`config.mk`:
```
export PLATFORM = sky130hd
export DESIGN_NAME = text_font_arbiter
export DESIGN_NICKNAME = d
export VERILOG_FILES = /design/src/rtl/text_font_pkg.sv /design/src/rtl/rr_arbiter.sv /design/src/rtl/text_font_arbiter.sv
export SDC_FILE = /design/constraint.sdc
export NUM_CORES = 1
export LEC_CHECK = 0
export BUFFER_PORTS_ARGS = -buffer_cell sky130_fd_sc_hd__buf_2
export CAP_MARGIN = 20
export CORE_ASPECT_RATIO = 0.7
export CORE_MARGIN = 5
export CORE_UTILIZATION = 52
export DETAILED_ROUTE_END_ITERATION = 7
export PLACE_DENSITY = 0.91
export SLEW_MARGIN = 20
export SYNTH_ARGS = -nofsm -noshare
export SYNTH_HDL_FRONTEND = slang
export SYNTH_SLANG_ARGS = --single-unit
```
`constraint.sdc`:
```
create_clock -name clk -period 10.2 [get_ports clk]
set_input_delay 3.06 -clock clk [delete_from_list [all_inputs] [get_ports clk]]
set_output_delay 3.06 -clock clk [all_outputs]
set_load 0.005 [all_outputs]
```
`src/rtl/text_font_pkg.sv`:
```
// Font ROM geometry shared by the font ROM, the text render blocks and the font arbiter.
package text_font_pkg;

  localparam int unsigned FONT_CHAR_W  = 7;
  localparam int unsigned FONT_ROW_W   = 4;
  localparam int unsigned FONT_GLYPH_W = 8;
  localparam int unsigned FONT_ADDR_W  = FONT_CHAR_W + FONT_ROW_W;

  // Font ROM address layout: char code in the upper bits, glyph row in the lower bits.
  function automatic logic [FONT_ADDR_W-1:0] font_addr(input logic [FONT_CHAR_W-1:0] char_code,
                                                       input logic [FONT_ROW_W-1:0]  row);
    return {char_code, row};
  endfunction

endpackage

```
`src/rtl/rr_arbiter.sv`:
```
// Combinational round-robin pick: first asserted request at or above ptr, wrapping.
module rr_arbiter #(
  parameter  int unsigned NUM_REQ = 4,
  localparam int unsigned IDX_W   = $clog2(NUM_REQ)
) (
  input  logic [NUM_REQ-1:0] req,
  input  logic [IDX_W-1:0]   ptr,
  output logic [NUM_REQ-1:0] grant,
  output logic [IDX_W-1:0]   grant_idx
);

  logic             found;
  logic [IDX_W-1:0] cand;

  always_comb begin
    grant     = '0;
    grant_idx = '0;
    found     = 1'b0;
    cand      = '0;
    for (int unsigned k = 0; k < NUM_REQ; k++) begin
      cand = IDX_W'((32'(ptr) + k) % NUM_REQ);
      if (!found && req[cand]) begin
        found       = 1'b1;
        grant[cand] = 1'b1;
        grant_idx   = cand;
      end
    end
  end

endmodule

```
`src/rtl/text_font_arbiter.sv`:
```
// Round-robin sharing of the font-glyph ROM among text requesters; responses are
// tagged back to the issuing requester after a fixed ROM_LATENCY+2 cycle pipeline.
module text_font_arbiter
  import text_font_pkg::*;
#(
  parameter int unsigned NUM_REQ     = 4,
  parameter int unsigned CHAR_W      = FONT_CHAR_W,
  parameter int unsigned ROW_W       = FONT_ROW_W,
  parameter int unsigned GLYPH_W     = FONT_GLYPH_W,
  parameter int unsigned ROM_LATENCY = 2
) (
  input  logic                      clk,
  input  logic                      rst_n,
  input  logic [NUM_REQ-1:0]        req_valid,
  input  logic [NUM_REQ*CHAR_W-1:0] req_char,
  input  logic [NUM_REQ*ROW_W-1:0]  req_row,
  output logic [NUM_REQ-1:0]        req_ready,
  output logic                      rom_en,
  output logic [CHAR_W+ROW_W-1:0]   rom_addr,
  input  logic [GLYPH_W-1:0]        rom_data,
  output logic [NUM_REQ-1:0]        rsp_valid,
  output logic [GLYPH_W-1:0]        rsp_data
);

  localparam int unsigned IDX_W = $clog2(NUM_REQ);

  logic [IDX_W-1:0]                rr_ptr;
  logic [NUM_REQ-1:0]              grant;
  logic [IDX_W-1:0]                grant_idx;
  logic                            grant_any;
  logic [CHAR_W-1:0]               sel_char;
  logic [ROW_W-1:0]                sel_row;
  logic [ROM_LATENCY:0]            tag_vld;
  logic [ROM_LATENCY:0][IDX_W-1:0] tag_id;

  rr_arbiter #(.NUM_REQ(NUM_REQ)) u_arb (
    .req       (req_valid),
    .ptr       (rr_ptr),
    .grant     (grant),
    .grant_idx (grant_idx)
  );

  // No grants are handed out while reset is held.
  assign req_ready = rst_n ? grant : '0;
  assign grant_any = |req_ready;
  assign sel_char  = req_char[32'(grant_idx)*CHAR_W +: CHAR_W];
  assign sel_row   = req_row[32'(grant_idx)*ROW_W +: ROW_W];

  // Pointer advance and ROM issue.
  always_ff @(posedge clk or negedge rst_n) begin
    if (!rst_n) begin
      rr_ptr   <= '0;
      rom_en   <= 1'b0;
      rom_addr <= '0;
    end else begin
      rom_en <= grant_any;
      if (grant_any) begin
        rom_addr <= {sel_char, sel_row};
        rr_ptr   <= (32'(grant_idx) == NUM_REQ - 1) ? '0 : grant_idx + IDX_W'(1);
      end
    end
  end

  // Tag pipe: last stage lines up with rom_data for the corresponding issue.
  always_ff @(posedge clk or negedge rst_n) begin
    if (!rst_n) begin
      tag_vld <= '0;
      tag_id  <= '0;
    end else begin
      tag_vld <= {tag_vld[ROM_LATENCY-1:0], grant_any};
      tag_id  <= {tag_id[ROM_LATENCY-1:0], grant_idx};
    end
  end

  always_ff @(posedge clk or negedge rst_n) begin
    if (!rst_n) begin
      rsp_valid <= '0;
      rsp_data  <= '0;
    end else begin
      rsp_valid <= tag_vld[ROM_LATENCY] ? (NUM_REQ'(1) << tag_id[ROM_LATENCY]) : '0;
      if (tag_vld[ROM_LATENCY]) rsp_data <= rom_data;
    end
  end

endmodule

```
==> impl_metrics.env, run 1 <==
export IMPL_outcome="finished, final reports clean"
export IMPL_min_period_over_period_pct=76.51
export IMPL_core_area_mm2=0.003946
export IMPL_hold_class="reg2reg"
export IMPL_path_clk_slew_ns=0.06
export IMPL_layout_nets=326
export IMPL_yosysTopAreaCell="dfrtp_1"
export IMPL_ctsHoldBuffers=0
export IMPL_worstMarginPinSlew_ns=0.8030
export IMPL_synth_top_area_share_pct=39.95
export IMPL_fin_skew_ns=0.003983
export IMPL_htreeDepth=2
export IMPL_tritoncts="done"
export IMPL_worstPathArrival_ns=4.74
export IMPL_netlist_top_cells_count="mux2i_1, dfrtp_1, nand2_1"
export IMPL_hpwl_um=3643
export IMPL_worstSetupPathType="in2out"
export IMPL_synthFlopType="dfrtp_1"
export IMPL_maxCapViolations=0
export IMPL_hold_viol=0
export IMPL_io_pins=86
export IMPL_async_reset_ff_share_pct=100.0
export IMPL_setup_viol=0
export IMPL_setup_tns_ns=0
export IMPL_grt_overflow_total=0
export IMPL_vdd_drop_max_mv=0.1786
export IMPL_start_util_pct=53.96
export IMPL_cts_setup_buffers=0
export IMPL_areaGrowthSynthToFinish_pct=24.74
export IMPL_drc=0
export IMPL_insertion_delay_ns=0.27
export IMPL_antenna_found_initial=0
export IMPL_yosysUniqueCellTypes=36
export IMPL_post_place_ws_ns=2.445
export IMPL_std_cell_rows=19
export IMPL_grt_max_degree=40
export IMPL_cts_sinks=34
export IMPL_syn_inst=175
export IMPL_track_usage_pct=16.53
export IMPL_synth_seq_cells=34
export IMPL_route_detailed_vias_per_inst=5.333
export IMPL_yosysMostFrequentCell="mux2i_1"
export IMPL_drt_total_wl_um=4568
export IMPL_worstPathMaxFanout=9
export IMPL_synthTopCellsByArea="dfrtp_1, mux2i_1, mux2_4"
export IMPL_drtPass1Iterations=4
export IMPL_post_drt_wl_per_cell_um=14.64
export IMPL_period_minus_slack_ns=7.804
export IMPL_routabilityCongestion=0.8907
export IMPL_place_port_buffers=85
export IMPL_min_delay_start="tag_vld[1]"
export IMPL_ys_seq_area_share_pct=39.95
export IMPL_r2r_start="rr_ptr[0]"
export IMPL_dp_cells=304
export IMPL_cts_root_buf="clkbuf_8"
export IMPL_seq_area_um2=850.8
export IMPL_power_density_mw_per_mm2=340.4
export IMPL_fin_util_pct=67.31
export IMPL_drt_initial_drc_count=67
export IMPL_num_fill_cells=334
export IMPL_postRouteAntennaNets=0
export IMPL_crit_path_end_kind="output port"
export IMPL_crit_start="req_valid[3]"
export IMPL_synth_edf_count=0
export IMPL_grt_pass1_vias=1615
export IMPL_multi_input_area_mm2=0.001182
export IMPL_die_area_mm2=0.005495
export IMPL_slew_viol_final=0
export IMPL_worstPathRequired_ns=7.14
export IMPL_leakage_nw=1.400
export IMPL_grt_pass1_wl_um=7258
export IMPL_die_h_um=63.54
export IMPL_ys_warn_count=0
export IMPL_synth_area_mm2=0.002130
export IMPL_slew_headroom_pct=46.47
export IMPL_syn_num_nets=242
export IMPL_worstSetupStartpointType="input pin"
export IMPL_fmax_ghz=0.1281
export IMPL_clockBufferDepth=2
export IMPL_grt_setup_unrepaired="false"
export IMPL_layout_setup_ws_ns=2.396
export IMPL_layout_drive_gt1_share_pct=47.69
export IMPL_avgSynthCellArea_um2=12.17
export IMPL_cts_resized_gates=0
export IMPL_fin_hold_ws_ns=0.3514
export IMPL_stdcell_count=312
export IMPL_die_w_um=86.49
export IMPL_cts_buffers_inserted=5
export IMPL_antennaDiodeCount=0
export IMPL_via_count=1664
==> sequential cells by signal, summed over array words and instances, names as in the netlist <==
register,flops
rsp_data,8
rsp_valid,4
rr_ptr,2
rom_addr,11
tag_vld,3
tag_id,6
==> where the power goes <==
group	switching, W	internal, W	leakage [nW]	total (W)
clock	0.0000416	0.0000543	0.0482	0.0000959
combinational	0.000258	0.000294	0.943	0.000552
sequential	0.0000535	0.000203	0.408	0.000256
total	0.000353	0.000551	1.40	0.000904
==> path summary, 6_finish.rpt <==
| path | end | slack, ns | cells after the start |
|---|---|---|---|
| min reg2reg | tag_vld[2] | 0.35 | 0 |
| max reg2reg | rom_addr[10] | 6.57 | 10 |
| min | tag_vld[2] | 0.35 | 0 |
| max | req_ready[0] | 2.40 | 8 |
| min in group asynchronous | rsp_data[0] | 2.88 | 1 |
| max in group asynchronous | tag_vld[1] | 6.81 | 1 |
==> logic make-up (layout without fill, tap and decap cells) <==
family / Yosys count / count (layout) / share of synthesized area, %
mux: 59 / 59 / 31.73
flops: 34 / 34 / 39.95
simple gates: 34 / 34 / 8.050
compound gates: 23 / 23 / 10.17
buf+inv: 16 / 101 / 4.817
fa+ha+maj: 9 / 9 / 5.288
==> metal layers <==
layer / track usage [%] / part of all wire [%] / up-vias
met5: 0 / 0 / -
met4: 3.502 / 0.55 / 0
met3: 5.859 / 9.5 / 2
met2: 26.34 / 46 / 75
met1: 21.65 / 44 / 780
li1: - / - / 807
==> metrics by stage <==
stage          total power, W  area [um2]
2_1_floorplan       0.0006914        2130
3_3_place_gp        0.0007978        2565
3_5_place_dp        0.0008192        2565
4_1_cts             0.0009162        2656
5_1_grt             0.0009723        2656
6_report            0.0009043        2656
==> critical path, stage by stage <==
cell     delay [ns]
buf_2          0.16
nor3b_1        0.21
a21oi_1        0.08
o41ai_2        0.59
a221o_1        0.34
a21oi_1        0.06
nor2b_1        0.13
buf_2          0.12
==> cell type report <==
cell class | count | share of cell area [%]
well taps | 52 | 2.449
clock buffers | 7 | 3.250
repair buffers | 88 | 16.86
flip-flops and latches | 34 | 32.03
inverters | 5 | 0.7065
clock inverters | 1 | 0.1884
multi-input cells | 125 | 44.51
==> placed cells by master, fill, tap and decap left out, types with 2 or more instances in the layout <==
cell,synthesis,final
mux2_4,9,9
clkbuf_8,0,6
buf_4,1,3
ha_1,9,9
mux2_2,12,12
buf_2,4,85
nor2b_1,5,5
dfrtp_1,34,34
mux2i_1,36,36
mux4_2,2,2
nand2_1,13,13
o21ai_0,4,4
o211ai_1,2,2
nor3b_1,3,3
nor2_1,8,8
a21oi_1,4,4
a221o_1,3,3
inv_1,5,5
(Power assumes the default switching activity.)
==> run 2: changes to the inputs <==
--- a/config.mk
+++ b/config.mk
@@ -9,9 +9,9 @@
 export CAP_MARGIN = 20
 export CORE_ASPECT_RATIO = 0.7
 export CORE_MARGIN = 5
-export CORE_UTILIZATION = 52
+export CORE_UTILIZATION = 48
 export DETAILED_ROUTE_END_ITERATION = 7
-export PLACE_DENSITY = 0.91
+export PLACE_DENSITY = 0.85
 export SLEW_MARGIN = 20
 export SYNTH_ARGS = -nofsm -noshare
 export SYNTH_HDL_FRONTEND = slang
==> constraint.sdc (replaced) <==
create_clock -name clk -period 7.9 [get_ports clk]
set_input_delay 2.37 -clock clk [delete_from_list [all_inputs] [get_ports clk]]
set_output_delay 2.37 -clock clk [all_outputs]
set_load 0.005 [all_outputs]
==> run 2 against run 1 <==
Effect of this change: setup slack got worse by 0.91 ns; clock skew grew 0.0029 ns; first-iteration DRC count is 7.5% lower; sequential cell count stayed put; global-route usage shrank 0.37 points; largest cell class unchanged; design area rose by 0.14%; register-to-register slack got worse by 2.3 ns; combinational power rose by 29%; non-clock buffer count stayed put; largest power group unchanged; hold slack got worse by 0.0027 ns.
==> impl_metrics.env, run 2 (synthesis gave the netlist of run 1 again) <==
export IMPL_power_w=0.001170
export IMPL_grt_overflow_total=0
export IMPL_r2r_start="rr_ptr[0]"
export IMPL_die_h_um=65.73
export IMPL_hpwl_um=3445
export IMPL_die_area_mm2=0.005890
export IMPL_worstPathRequired_ns=5.53
export IMPL_top_register="rom_addr"
export IMPL_routabilityCongestion=0.7967
export IMPL_place_port_buffers=85
export IMPL_hold_class="reg2reg"
export IMPL_grt_pass1_vias=1664
export IMPL_drt_total_wl_um=4473
export IMPL_route_detailed_vias_per_inst=5.181
export IMPL_leakage_nw=1.400
export IMPL_grt_max_degree=40
export IMPL_min_period_over_period_pct=81.25
export IMPL_path_clk_slew_ns=0.06
export IMPL_largest_reg_flops=11
export IMPL_setup_tns_ns=0
export IMPL_drtPass1Iterations=4
export IMPL_vdd_drop_max_mv=0.2386
export IMPL_worstPathArrival_ns=4.05
export IMPL_setup_viol=0
export IMPL_areaGrowthSynthToFinish_pct=24.91
export IMPL_maxCapViolations=0
export IMPL_num_fill_cells=349
export IMPL_fin_skew_ns=0.006880
export IMPL_via_count=1632
export IMPL_slew_viol_final=0
export IMPL_holdPathStages=0
export IMPL_final_common_cell="buf_2"
export IMPL_core_area_mm2=0.004304
export IMPL_cts_resized_gates=0
export IMPL_cts_setup_buffers=0
export IMPL_worstPathMaxFanout=9
export IMPL_clockBufferDepth=2
export IMPL_postRouteAntennaNets=0
export IMPL_std_cell_rows=20
export IMPL_start_util_pct=49.48
export IMPL_layout_nets=326
export IMPL_outcome="finished, final reports clean"
export IMPL_hold_end="tag_id[3]"
export IMPL_design_area_mm2=0.002660
export IMPL_place_area_mm2=0.002569
export IMPL_layout_drive_gt1_share_pct=47.69
export IMPL_r2r_slack_ns=4.26
export IMPL_antennaDiodeCount=0
export IMPL_htreeDepth=2
export IMPL_io_pins=86
export IMPL_cp_slowest_cell="o41ai_2"
export IMPL_cpPeakStageDelay_ns=0.59
export IMPL_tritoncts="done"
export IMPL_worstSetupStartpointType="input pin"
export IMPL_die_w_um=89.61
export IMPL_slew_headroom_pct=46.12
export IMPL_drt_initial_drc_count=62
export IMPL_hold_viol=0
export IMPL_insertion_delay_ns=0.28
export IMPL_worstMarginPinSlew_ns=0.8082
export IMPL_worstSetupPathType="in2out"
export IMPL_grt_setup_unrepaired="false"
export IMPL_r2r_end="rr_ptr[0]"
export IMPL_final_cell_mix="buf_2, mux2i_1, dfrtp_1"
export IMPL_period_minus_slack_ns=6.419
export IMPL_grt_pass1_wl_um=7376
export IMPL_antenna_found_initial=0
export IMPL_worstRegToRegCells=10
export IMPL_post_drt_wl_per_cell_um=14.20
export IMPL_cts_buffers_inserted=5
export IMPL_fmax_ghz=0.1558
export IMPL_cts_sinks=34
export IMPL_reg_top3="rom_addr (11), rsp_data (8), tag_id (6)"
export IMPL_ctsHoldBuffers=0
export IMPL_crit_chain="buf_2 > nor3b_1 > a21oi_1 > o41ai_2 > a221o_1 > a21oi_1 > nor2b_1 > buf_2"
export IMPL_cts_root_buf="clkbuf_8"
export IMPL_power_density_mw_per_mm2=439.7
export IMPL_crit_path_end_kind="output port"
export IMPL_track_usage_pct=16.17
export IMPL_min_delay_start="tag_id[1]"
export IMPL_drc=0
[run 2: stage by stage]
stage               instances  utilization [%]  setup WS, ns  hold slack (ns)
floorplan                 175                -         1.830           0.3312
global placement          307            59.68         1.575           0.3322
detailed placement        307            59.68         1.500           0.3347
CTS                       315            61.80         1.491           0.3507
global route              315            61.80         1.274           0.3565
finish                    315            61.80         1.481           0.3487
[run 2: layer usage]
metal,track usage [%],up-vias,part of all wire [%]
met4,2.788,0,0
li1,-,802,-
met3,5.263,0,10
met2,24.73,74,43
met5,0,-,0
met1,22.57,756,46
[run 2: worst max-delay path: cells and delay by family]
kind	cells	cell delay (ns)
compound gates	4	1.07
buf+inv	2	0.29
simple gates	2	0.32
[run 2: area by class of cell]
cell class	instances	area, um2	share of cell area [%]
clock buffers	7	86.33	3.246
well taps	55	68.82	2.587
flip-flops and latches	34	850.8	31.98
repair buffers	88	447.9	16.84
multi-input cells	125	1182	44.45
inverters	5	18.77	0.7056
clock inverters	1	5.005	0.1881
[run 2: worst max-delay path by stage]
stage / endpoint / slack (ns) / start / depth (start not counted)
after detailed placement: req_ready[0] / 1.50 / req_valid[3] / 8
after global routing: req_ready[3] / 1.27 / req_valid[3] / 8
final: req_ready[0] / 1.48 / req_valid[3] / 8
after global placement: req_ready[3] / 1.57 / req_valid[3] / 8
after CTS: req_ready[0] / 1.49 / req_valid[3] / 8
after floorplan: req_ready[1] / 1.83 / req_valid[3] / 5
[run 2: report_power, final]
group / internal [W] / switching, W / total, W
sequential: 0.000262 / 0.0000695 / 0.000331
clock: 0.0000702 / 0.0000566 / 0.000127
combinational: 0.000380 / 0.000332 / 0.000712
total: 0.000712 / 0.000458 / 0.00117
==> run 3: changes to the inputs <==
--- a/config.mk
+++ b/config.mk
@@ -5,13 +5,14 @@
 export SDC_FILE = /design/constraint.sdc
 export NUM_CORES = 1
 export LEC_CHECK = 0
+export ABC_AREA = 1
 export BUFFER_PORTS_ARGS = -buffer_cell sky130_fd_sc_hd__buf_2
 export CAP_MARGIN = 20
 export CORE_ASPECT_RATIO = 0.7
 export CORE_MARGIN = 5
-export CORE_UTILIZATION = 48
+export CORE_UTILIZATION = 50
 export DETAILED_ROUTE_END_ITERATION = 7
-export PLACE_DENSITY = 0.85
+export PLACE_DENSITY = 0.87
 export SLEW_MARGIN = 20
 export SYNTH_ARGS = -nofsm -noshare
 export SYNTH_HDL_FRONTEND = slang
==> constraint.sdc (replaced) <==
create_clock -name clk -period 6.3 [get_ports clk]
set_input_delay 1.89 -clock clk [delete_from_list [all_inputs] [get_ports clk]]
set_output_delay 1.89 -clock clk [all_outputs]
set_load 0.005 [all_outputs]
==> run 3 against run 2 <==
Effect of this change: routed wire length up 25%; synthesized area up 9.2%; non-clock buffer count down 3; synthesized cell count up 91%; global-route usage up 2.7 points; sequential cell count unchanged; sequential power up 23%; setup slack worse by 0.19 ns; critical endpoint is now req_ready[3]; largest cell class unchanged; highest routed layer is now met4.
==> impl_metrics.env, run 3 <==
export IMPL_power_internal_w=0.0008104
export IMPL_synth_compound_area_share_pct=2.906
export IMPL_grt_pass1_wl_um=9294
export IMPL_worstPathArrival_ns=3.11
export IMPL_yosys_area_share_simple_pct=41.12
export IMPL_fmax_ghz=0.1998
export IMPL_synth_edf_count=0
export IMPL_min_period_over_period_pct=79.44
export IMPL_insertion_delay_ns=0.28
export IMPL_place_port_buffers=85
export IMPL_final_common_cell="nand2_1"
export IMPL_slew_viol_final=0
export IMPL_maxCapViolations=0
export IMPL_vdd_drop_max_mv=0.2559
export IMPL_crit_path_end_kind="output port"
export IMPL_grt_max_degree=40
export IMPL_synth_top_family_by_area="simple AND/OR/NAND/NOR gates"
export IMPL_async_reset_ff_share_pct=100.0
export IMPL_yosysTopAreaCell="dfrtp_1"
export IMPL_antennaDiodeCount=0
export IMPL_syn_inst=335
export IMPL_yosysUniqueCellTypes=24
export IMPL_cp_slowest_cell="nor2_4"
export IMPL_fin_skew_ns=0.007719
export IMPL_setup_viol=0
export IMPL_worstPathMaxFanout=11
export IMPL_drt_total_wl_um=5572
export IMPL_hpwl_um=4268
export IMPL_worstPathRequired_ns=4.41
export IMPL_cpPeakStageDelay_ns=0.25
export IMPL_netSwitchingFraction_pct=53.56
export IMPL_seq_power_share_pct=23.2
export IMPL_cts_setup_buffers=0
export IMPL_worstSetupPathType="in2out"
export IMPL_worstSetupStartpointType="input pin"
export IMPL_largest_reg_flops=11
export IMPL_start_util_pct=52.49
export IMPL_cts_root_buf="clkbuf_8"
export IMPL_path_clk_slew_ns=0.07
export IMPL_track_usage_pct=18.91
export IMPL_hold_class="reg2reg"
export IMPL_p_switching_w=0.0009346
export IMPL_worstMarginPinSlew_ns=0.8627
export IMPL_grt_pass1_vias=2048
export IMPL_combPwrFrac_pct=67.3
export IMPL_route_detailed_vias_per_inst=4.836
export IMPL_post_drt_wl_per_cell_um=11.86
export IMPL_antenna_found_initial=0
export IMPL_routabilityCongestion=0.9837
export IMPL_leakage_nw=1.784
export IMPL_io_pins=86
export IMPL_power_density_mw_per_mm2=620.7
export IMPL_drt_initial_drc_count=105
export IMPL_via_count=2273
export IMPL_num_fill_cells=411
export IMPL_grt_overflow_total=0
export IMPL_drtPass1Iterations=4
export IMPL_tritoncts="done"
export IMPL_fin_util_pct=63.47
export IMPL_synthTopCellsByArea="dfrtp_1, nand2_1, nand3_1"
export IMPL_postRouteAntennaNets=0
export IMPL_top_register="rom_addr"
export IMPL_std_cell_rows=20
export IMPL_synth_top_area_share_pct=36.60
export IMPL_ctsHoldBuffers=0
export IMPL_yosysMostFrequentCell="nand2_1"
export IMPL_die_area_mm2=0.006135
export IMPL_cts_resized_gates=0
export IMPL_clockPowerShare_pct=9.5
export IMPL_layout_nets=481
export IMPL_reg_top3="rom_addr (11), rsp_data (8), tag_id (6)"
export IMPL_cts_buffers_inserted=5
export IMPL_layout_drive_gt1_share_pct=27.71
export IMPL_areaGrowthSynthToFinish_pct=20.94
export IMPL_synthFlopType="dfrtp_1"
export IMPL_slew_headroom_pct=42.10
export IMPL_synth_seq_cells=34
export IMPL_synth_fa_ha_area_share_pct=4.844
export IMPL_ys_seq_area_share_pct=36.60
export IMPL_die_w_um=91.50
export IMPL_syn_num_nets=402
export IMPL_grt_setup_unrepaired="false"
export IMPL_synthXorXnorAreaFrac_pct=0
export IMPL_avgSynthCellArea_um2=6.939
export IMPL_muxShareOfSynthArea_pct=0
export IMPL_outcome="finished, final reports clean"
export IMPL_synth_area_mm2=0.002325
export IMPL_netlist_top_cells_count="nand2_1, inv_1, nand3_1"
export IMPL_final_cell_mix="nand2_1, buf_2, inv_1"
export IMPL_ys_warn_count=0
export IMPL_hold_viol=0
export IMPL_setup_tns_ns=0
export IMPL_clockBufferDepth=2
export IMPL_core_area_mm2=0.004429
export IMPL_die_h_um=67.05
export IMPL_drc=0
export IMPL_period_minus_slack_ns=5.005
export IMPL_cts_sinks=34
export IMPL_crit_chain="buf_2 > inv_1 > nand2_1 > nand3_4 > nand2_4 > nor2_4 > nand4_1 > nand3_1 > nand2_1 > inv_1 > buf_2"
export IMPL_htreeDepth=2
## run 3: power by group through the flow
stage / clock (W) / combinational [W] / sequential [W]
final: 0.000165 / 0.00117 / 0.000406
after global routing: 0.000178 / 0.00135 / 0.000421
after CTS: 0.000167 / 0.00118 / 0.000405
after detailed placement: 0 / 0.00118 / 0.000408
after global placement: 0 / 0.00114 / 0.000404
after floorplan: 0 / 0.000993 / 0.000397
## run 3: final timing paths
kind / from / endpoint / slack, ns / cells past startpoint
worst max-delay path: req_valid[3] / req_ready[3] / 1.30 / 11
worst max register to register: rr_ptr[0] / rr_ptr[1] / 3.11 / 12
worst min-delay path: tag_id[0] / tag_id[2] / 0.34 / 0
max in group asynchronous: rst_n / rom_addr[0] / 4.10 / 1
min in group asynchronous: rst_n / rsp_valid[2] / 1.69 / 1
worst min register to register: tag_id[0] / tag_id[2] / 0.34 / 0
## run 3: layer usage
layer | vias to the layer above | track usage, % | part of all wire (%)
li1 | 1178 | - | -
met5 | - | 0 | 0
met1 | 1004 | 24.97 | 46
met2 | 87 | 31.12 | 44
met4 | 0 | 3.383 | 0.41
met3 | 4 | 5.643 | 9.6
## run 3: layout make-up
cell class	count	area [um2]	area share [%]
Multi-Input combinational cell	226	1136	40.41
Clock buffer	6	82.58	2.937
Timing Repair Buffer	85	425.4	15.13
Sequential cell	34	850.8	30.26
Tap cell	55	68.82	2.448
Inverter	62	235.2	8.367
Clock inverter	2	12.51	0.4450
## run 3: per-stage QoR
step / instance area [um2] / hold slack (ns) / setup slack (ns) / power [W] / instances
2_1_floorplan: 2325 / 0.3312 / 1.669 / 0.001389 / 335
3_3_place_gp: 2716 / 0.3315 / 1.346 / 0.001547 / 462
3_5_place_dp: 2716 / 0.3347 / 1.298 / 0.001589 / 462
4_1_cts: 2811 / 0.3485 / 1.296 / 0.001753 / 470
5_1_grt: 2811 / 0.3510 / 1.117 / 0.001949 / 470
6_report: 2811 / 0.3402 / 1.295 / 0.001745 / 470
## run 3: kinds of logic (layout without fill, tap and decap cells)
group	count (synthesis)	after routing
buffers and inverters	75	155
AOI/OAI and AO/OA	11	11
adders and majority gates	9	9
DFF	34	34
and+or+nand+nor	206	206
## run 3: worst max-delay path, delay by kind of cell
kind	cells	cell delay [ns]
and+or+nand+nor	7	0.88
buffers and inverters	4	0.35
